===== config.mk =====
export PLATFORM = sky130hd
export DESIGN_NAME = sort_output_serializer
export DESIGN_NICKNAME = d
export VERILOG_FILES = /design/src/rtl/sort_output_serializer.sv
export SDC_FILE = /design/constraint.sdc
export NUM_CORES = 1
export LEC_CHECK = 0
export ABC_AREA = 1
export CORE_MARGIN = 2
export CORE_UTILIZATION = 55
export DETAILED_ROUTE_END_ITERATION = 8
export GPL_TIMING_DRIVEN = 0
export PLACE_DENSITY = 0.84
export SYNTH_ARGS = -nofsm -noshare
export SYNTH_HDL_FRONTEND = slang
export SYNTH_SLANG_ARGS = --single-unit

===== constraint.sdc =====
create_clock -name clk -period 11 [get_ports clk]
set_input_delay 2.2 -clock clk [delete_from_list [all_inputs] [get_ports clk]]
set_output_delay 2.2 -clock clk [all_outputs]
set_load 0.01 [all_outputs]

===== src/rtl/sort_output_serializer.sv =====
// rtl/sort_output_serializer.sv - two-slot buffer that serializes sorted vectors into element beats
//
// Ports:
//   clk        clock, all state on rising edge
//   rst        asynchronous active-low reset
//   x_valid    sorted vector present (1-cycle pulse, no backpressure upstream)
//   x          N packed data elements, element i at x[DATA_WIDTH*i +: DATA_WIDTH]
//   x_label    N packed labels, element i at x_label[LABEL_WIDTH*i +: LABEL_WIDTH]
//   y_ready    downstream accepts beat
//   y_valid    beat valid
//   y          current element data
//   y_label    current element label
//   y_index    element position within its vector
//   y_last     final beat of the current vector
//   occupancy  vectors buffered (0..2), including the one being emitted
//   drop       1-cycle pulse: incoming vector discarded because buffer was full
//   overflow   sticky: any drop since reset
module sort_output_serializer #(
  parameter int DATA_WIDTH  = 8,
  parameter int LABEL_WIDTH = 1,
  parameter int N           = 16,
  parameter int REVERSE     = 0,
  localparam int IDX_W      = $clog2(N)
) (
  input  logic                     clk,
  input  logic                     rst,
  input  logic                     x_valid,
  input  logic [DATA_WIDTH*N-1:0]  x,
  input  logic [LABEL_WIDTH*N-1:0] x_label,
  input  logic                     y_ready,
  output logic                     y_valid,
  output logic [DATA_WIDTH-1:0]    y,
  output logic [LABEL_WIDTH-1:0]   y_label,
  output logic [IDX_W-1:0]         y_index,
  output logic                     y_last,
  output logic [1:0]               occupancy,
  output logic                     drop,
  output logic                     overflow
);

  localparam logic [IDX_W-1:0] LAST_BEAT = IDX_W'(N - 1);

  logic [DATA_WIDTH*N-1:0]  slot_data  [2];
  logic [LABEL_WIDTH*N-1:0] slot_label [2];
  logic                     wr_ptr;
  logic                     rd_ptr;
  logic [IDX_W-1:0]         beat;
  logic [IDX_W-1:0]         elem;
  logic                     beat_fire;
  logic                     freeing;
  logic                     capture;

  assign y_valid   = (occupancy != 2'd0);
  assign beat_fire = y_valid && y_ready;
  // The slot being emitted is released on its last handshake, so a vector
  // arriving in that same cycle may reuse it even though the buffer looks full.
  assign freeing   = beat_fire && (beat == LAST_BEAT);
  assign capture   = x_valid && ((occupancy != 2'd2) || freeing);
  assign elem      = (REVERSE != 0) ? (LAST_BEAT - beat) : beat;

  always_ff @(posedge clk or negedge rst) begin
    if (!rst) begin
      wr_ptr    <= 1'b0;
      rd_ptr    <= 1'b0;
      beat      <= '0;
      occupancy <= 2'd0;
      drop      <= 1'b0;
      overflow  <= 1'b0;
    end else begin
      if (capture) begin
        wr_ptr <= ~wr_ptr;
      end
      if (beat_fire) begin
        beat <= freeing ? '0 : beat + IDX_W'(1);
      end
      if (freeing) begin
        rd_ptr <= ~rd_ptr;
      end
      case ({capture, freeing})
        2'b10:   occupancy <= occupancy + 2'd1;
        2'b01:   occupancy <= occupancy - 2'd1;
        default: occupancy <= occupancy;
      endcase
      drop <= x_valid && !capture;
      if (x_valid && !capture) begin
        overflow <= 1'b1;
      end
    end
  end

  // Payload storage needs no reset: nothing is read until occupancy says a
  // slot holds a captured vector.
  always_ff @(posedge clk) begin
    if (capture) begin
      slot_data[wr_ptr]  <= x;
      slot_label[wr_ptr] <= x_label;
    end
  end

  // Outputs are forced to zero while idle so reset clears them immediately.
  always_comb begin
    y       = '0;
    y_label = '0;
    y_index = '0;
    y_last  = 1'b0;
    if (y_valid) begin
      y       = slot_data[rd_ptr][DATA_WIDTH*int'(elem) +: DATA_WIDTH];
      y_label = slot_label[rd_ptr][LABEL_WIDTH*int'(elem) +: LABEL_WIDTH];
      y_index = elem;
      y_last  = (beat == LAST_BEAT);
    end
  end

endmodule


== After elaboration in Yosys (flattened, before gate mapping) ==
Memory sizes are Yosys's and may differ from the RTL's.
Cells that the tools add are included.

* Flip-flop bits (word level): 10
* RAM bits: 288
* Input bits: 148
* Output and inout port bits: 19
* Logic and storage cells: 35
* Memories: 2

* Add/sub/neg operators: 3
* Equality and inequality tests: 4
* Shifts and indexed selects: 2
* Multiplexer cells: 8
* Bitwise operators: 2
* Reduce and logical (&&, ||, !) cells: 8

{| class="wikitable"
|+ Memory list
! memory !! depth !! width !! rd ports !! clocked after memory_dff !! write ports !! RTL line !! source
|-
| slot_data || 2 || 128 || 1 || 0 || 1 || 43 || <nowiki>logic [DATA_WIDTH*N-1:0] slot_data [2];</nowiki>
|-
| slot_label || 2 || 16 || 1 || 0 || 1 || 44 || <nowiki>logic [LABEL_WIDTH*N-1:0] slot_label [2];</nowiki>
|}

{| class="wikitable"
|+ Operators with widths
! kind !! number
|-
| $shiftx 128x8->8 || 1
|-
| $shiftx 16x5->1 || 1
|-
| $mux 4 || 2
|-
| $mux 8 || 1
|-
| $add 4x1->4 const B || 1
|-
| $eq 4x4->1 const B || 1
|-
| $logic_and 1x1->1 || 4
|-
| $mux 1 || 4
|-
| $pmux 2 s2 || 1
|-
| $reduce_bool 2->1 || 2
|-
| $add 2x1->2 const B || 1
|-
| $eq 2x1->1 const B || 1
|-
| $eq 2x2->1 const B || 1
|-
| $ne 2x2->1 const B || 1
|-
| $not 1->1 || 2
|-
| $sub 2x1->2 const B || 1
|-
| $logic_not 1->1 || 1
|-
| $logic_or 1x1->1 || 1
|}

== Depth between registers and ports, before layout ==
* Word-level depth: 7
* Gate-level depth with buffers: 10
* Gate-level depth less buffers: 9

== Worst setup path before layout ==
No wires, ideal clock.

* Path kind: input to register
* Start: input y_ready
* End: memory slot_data[1][0] in the netlist's numbering, enable pin
* Library setup time: 0.651 ns
* Arrival time: 8.654 ns
* Required time: 10.349 ns
* Setup slack: 1.694 ns
* Cell stages on the path: 6
* Buffers on the path: 0
* Cells stage by stage: nand2_1 > nor2_2 > inv_2 > nand2_1 > nand2_1 > nor2_1

* Longest elaborated chain between the ends: 6

{| class="wikitable"
|+ Ends and longest elaborated chain
! element !! RTL line !! source
|-
| start, declared || 30 || <nowiki>input logic y_ready,</nowiki>
|-
| $logic_and 1x1->1 || 54 || <nowiki>assign beat_fire = y_valid && y_ready;</nowiki>
|-
| $logic_and 1x1->1 || 57 || <nowiki>assign freeing = beat_fire && (beat == LAST_BEAT);</nowiki>
|-
| $logic_or 1x1->1 || 58 || <nowiki>assign capture = x_valid && ((occupancy != 2'd2) || freeing);</nowiki>
|-
| $logic_and 1x1->1 || 58 ||
|-
| $mux 1 || 94 || <nowiki>if (capture) begin</nowiki>
|-
| $mux 1 (not written as such) || 95 || <nowiki>slot_data[wr_ptr] <= x;</nowiki>
|-
| end, declared || 43 ||
|}

No other way between the ends.

== Worst setup path after layout ==
* Start: register beat[0]
* End: output y[2]

* Longest elaborated chain between the ends: 2

{| class="wikitable"
|+ Ends and longest elaborated chain
! element !! RTL line !! source
|-
| start, declared || 47 || <nowiki>logic [IDX_W-1:0] beat;</nowiki>
|-
| start signal, assigned || 74 || <nowiki>beat <= freeing ? '0 : beat + IDX_W'(1);</nowiki>
|-
| $shiftx 128x8->8 || 107 || <nowiki>y = slot_data[rd_ptr][DATA_WIDTH*int'(elem) +: DATA_WIDTH];</nowiki>
|-
| $mux 8 || 106 || <nowiki>if (y_valid) begin</nowiki>
|-
| end, declared || 32 || <nowiki>output logic [DATA_WIDTH-1:0] y,</nowiki>
|}

No other way between the ends.

==> impl_metrics.yaml <==
status:
  run_status: "complete, no violations"
route:
  wire_per_inst_um: 19.93
  total_wirelength_of_the_detailed_routed_design_um: 34760
  drt_pass1_iterations: 6
  drt_iter0_drc: 1181
  post_detailed_route_via_to_cell_ratio: 5.614
  antenna_violating_nets_post_route: 0
  routed-via-count: 9791
  drc: 0
logic_synthesis:
  synth.ff_latch_count: 298
  post_synth_inst_count: 1227
  ys.warnings.count: 0
  avg_synthesized_cell_area_um2: 10.42
  syn_area_mm2: 0.01279
  synthTopCellsByArea: "sky130_fd_sc_hd__edfxtp_1 68%, sky130_fd_sc_hd__nand2_1 13%, sky130_fd_sc_hd__nand3_1 7.9%, sky130_fd_sc_hd__inv_1 5.6%, sky130_fd_sc_hd__dfrtp_1 2.0%"
  netlist.top_cell.by_area: "sky130_fd_sc_hd__edfxtp_1"
  ys_seq_area_share_pct: 69.59
  synth_top_area_share_pct: 67.63
  synthDistinctLibCells: 20
  synth_nets: 1376
sta:
  finalCritPeriodShare_pct: 48.34
  relative_slew_slack_pct: 46.74
  timing.final.crit_period_ns: 5.318
  setup_repair_after_global_routing_missed_its_margin: "no"
  total_of_endpoints_with_negative_setup_slack_in_the_final_report: 0
  tightest_slew_ns: 0.7989
  timing.hold.ws_ns: 0.4629
  hold_viol: 0
  clock_skew_ns: 0.01065
  final-max-slew-violation-count: 0
  fmax_ghz: 0.1881
placement:
  global_placement_routability_congestion: 0.8843
  detailedPlacementHpwl_um: 23840
  port-buffer-count: 166
layout:
  antennaDiodeCount: 0
  fraction_of_final_layout_cells_with_drive_strength_greater_than_1_pct: 6.785
  area_growth_syn_to_layout_pct: 25.19
  finish.net_count: 1584
worst_setup_path:
  data_required_critical_path_ns: 8.80
  critical_path_class: "flop to output pin"
  critical_path.max_fanout: 10
  critical_path_arrival_ns: 3.12
  critical_path.startpoint_type: "flop"
  endpoint_kind: "output pin"
clock_network:
  ctsHoldBuffers: 0
  cts.htree.levels: 1
  cts_setup_buffers: 0
  worst_skew_pair.late_latency_ns: 0.55
  cts_inserted_buffers: 30
  ctsResizeCount: 0
  clock_sinks: 298
  tritoncts: "done"
  cts-root-to-sink-buffers: 3
  clk_transition_reported_paths_ns: 0.06
  cts_root_buffer: "sky130_fd_sc_hd__clkbuf_16"
global_route:
  grt_start_max_net_pins: 33
  grt_antenna_before_repair: 0
  grt_pass1_wl_um: 51830
  gr-total-overflow: 0
  grt_util_all_layers_pct: 28.38
  grt_pass1_vias: 9737
power:
  p_sw_w: 0.001681
  seq_power_share_pct: 36.8
  leakage_power_figure_nw: 6.844
  sw_frac_of_total_pct: 38.30
  totalPowerFinal_w: 0.004389
  internal_power_w: 0.002708
  combPwrFrac_pct: 40.2
  vdd_drop_max_uv: 162.0
  clockPowerShare_pct: 22.9
  cellPowerDensity_mw_per_mm2: 274.2
floorplanning:
  die-width_um: 156.5
  die_h_um: 156.5
  design.core.area_mm2: 0.02271
  initial_core_util_pct: 56.31
  io-pin-count: 167
  std_cell_rows: 55
  die_area_mm2: 0.02449
min_path:
  holdCritPathClass: "flop to flop"
flow_run:
  drv_cap: 0
==> power by group through the flow <==
stage          combinational (W)  sequential [W]  clock, W
2_1_floorplan           0.000998         0.00168         0
3_3_place_gp             0.00159         0.00173         0
3_5_place_dp             0.00171         0.00163         0
5_1_grt                  0.00190         0.00163   0.00106
6_report                 0.00177         0.00162   0.00101
4_1_cts                  0.00173         0.00161   0.00101
==> state kept, by name, indices dropped and copies added, names as in the netlist <==
signal / flops
slot_data: 256
occupancy: 2
wr_ptr: 1
beat: 4
drop: 1
slot_label: 32
rd_ptr: 1
overflow: 1
==> area by class of cell <==
type	instances	area [um2]
Tap cell	285	356.6
Buffer	59	325.3
Timing Repair Buffer	176	1892
Sequential cell	298	8899
Multi-Input combinational cell	677	2854
Inverter	193	724.4
Clock buffer	42	817.0
Fill cell	1551	6701
Clock inverter	14	140.1
==> layout by cell type (no fill, tap or decap), types with 3 or more instances in the layout <==
| cell | instances |
|---|---|
| sky130_fd_sc_hd__buf_1 | 5 |
| sky130_fd_sc_hd__buf_12 | 6 |
| sky130_fd_sc_hd__buf_16 | 4 |
| sky130_fd_sc_hd__buf_2 | 35 |
| sky130_fd_sc_hd__buf_6 | 7 |
| sky130_fd_sc_hd__bufinv_16 | 3 |
| sky130_fd_sc_hd__clkbuf_1 | 21 |
| sky130_fd_sc_hd__clkbuf_16 | 31 |
| sky130_fd_sc_hd__clkdlybuf4s50_1 | 166 |
| sky130_fd_sc_hd__clkinv_1 | 7 |
| sky130_fd_sc_hd__clkinv_2 | 3 |
| sky130_fd_sc_hd__dfrtp_1 | 10 |
| sky130_fd_sc_hd__edfxtp_1 | 288 |
| sky130_fd_sc_hd__inv_1 | 191 |
| sky130_fd_sc_hd__nand2_1 | 449 |
| sky130_fd_sc_hd__nand3_1 | 201 |
| sky130_fd_sc_hd__nor2_1 | 8 |
| sky130_fd_sc_hd__o21ai_0 | 6 |
| sky130_fd_sc_hd__xor2_1 | 3 |
==> stage by stage <==
step                utilization [%]  setup slack (ns)  TNS (ns)  cells  area (um2)
floorplan                         -             1.694         0   1227       12790
global placement              65.20            -2.097   -597.91   1678       14810
detailed placement            66.28             6.200         0   1688       15050
CTS                           70.49             5.757         0   1744       16010
global route                  70.49             5.622         0   1744       16010
finish                        70.49             5.682         0   1744       16010
==> cells in the mapped netlist <==
library cell	instances
sky130_fd_sc_hd__a21oi_1	2
sky130_fd_sc_hd__buf_1	5
sky130_fd_sc_hd__buf_2	35
sky130_fd_sc_hd__buf_4	2
sky130_fd_sc_hd__buf_6	7
sky130_fd_sc_hd__clkbuf_1	10
sky130_fd_sc_hd__dfrtp_1	10
sky130_fd_sc_hd__edfxtp_1	288
sky130_fd_sc_hd__ha_1	1
sky130_fd_sc_hd__inv_1	191
sky130_fd_sc_hd__inv_2	2
sky130_fd_sc_hd__nand2_1	449
sky130_fd_sc_hd__nand2_2	1
sky130_fd_sc_hd__nand3_1	201
sky130_fd_sc_hd__nand4_1	1
sky130_fd_sc_hd__nor2_1	10
sky130_fd_sc_hd__nor2_2	2
sky130_fd_sc_hd__o21ai_0	6
sky130_fd_sc_hd__or2_1	1
sky130_fd_sc_hd__xor2_1	3
==> worst max-delay path, stage by stage (launching register included) <==
cell	delay, ns
sky130_fd_sc_hd__dfrtp_1	0.43
sky130_fd_sc_hd__inv_1	0.11
sky130_fd_sc_hd__buf_4	0.20
sky130_fd_sc_hd__clkbuf_1	0.51
sky130_fd_sc_hd__nand2_1	0.17
sky130_fd_sc_hd__nand3_1	0.12
sky130_fd_sc_hd__nand3_1	0.14
sky130_fd_sc_hd__nand2_1	0.15
sky130_fd_sc_hd__nand2_1	0.07
sky130_fd_sc_hd__nand2_1	0.12
sky130_fd_sc_hd__clkdlybuf4s50_1	0.55
==> metal layers <==
layer  routed length [um]  GRT usage (%)
met2                17080          48.04
met3                 3667          4.819
met4                 1273          11.45
met1                12740          36.74
met5                    0              0
==> path summary, 6_finish.rpt <==
path | from | end | slack, ns | cells after the start
worst min-delay path | overflow | overflow | 0.46 | 1
worst max register to register | beat[0] | slot_data[0][10] | 8.13 | 9
max in group asynchronous | rst | beat[1] | 8.72 | 1
worst min register to register | overflow | overflow | 0.46 | 1
min in group asynchronous | rst | drop | 1.96 | 1
worst max-delay path | beat[0] | y[2] | 5.68 | 10
==> logic make-up (layout without fill, tap and decap cells) <==
kind of cell | count (synthesis) | after routing | share of synthesized area, %
buffers and inverters | 252 | 484 | 8.209
AOI/OAI and AO/OA | 8 | 8 | 0.3131
DFF | 298 | 298 | 69.59
adders and majority gates | 1 | 1 | 0.09783
xor gates and xnor gates | 3 | 3 | 0.2055
and+or+nand+nor | 665 | 665 | 21.59
(Power assumes the default switching activity.)
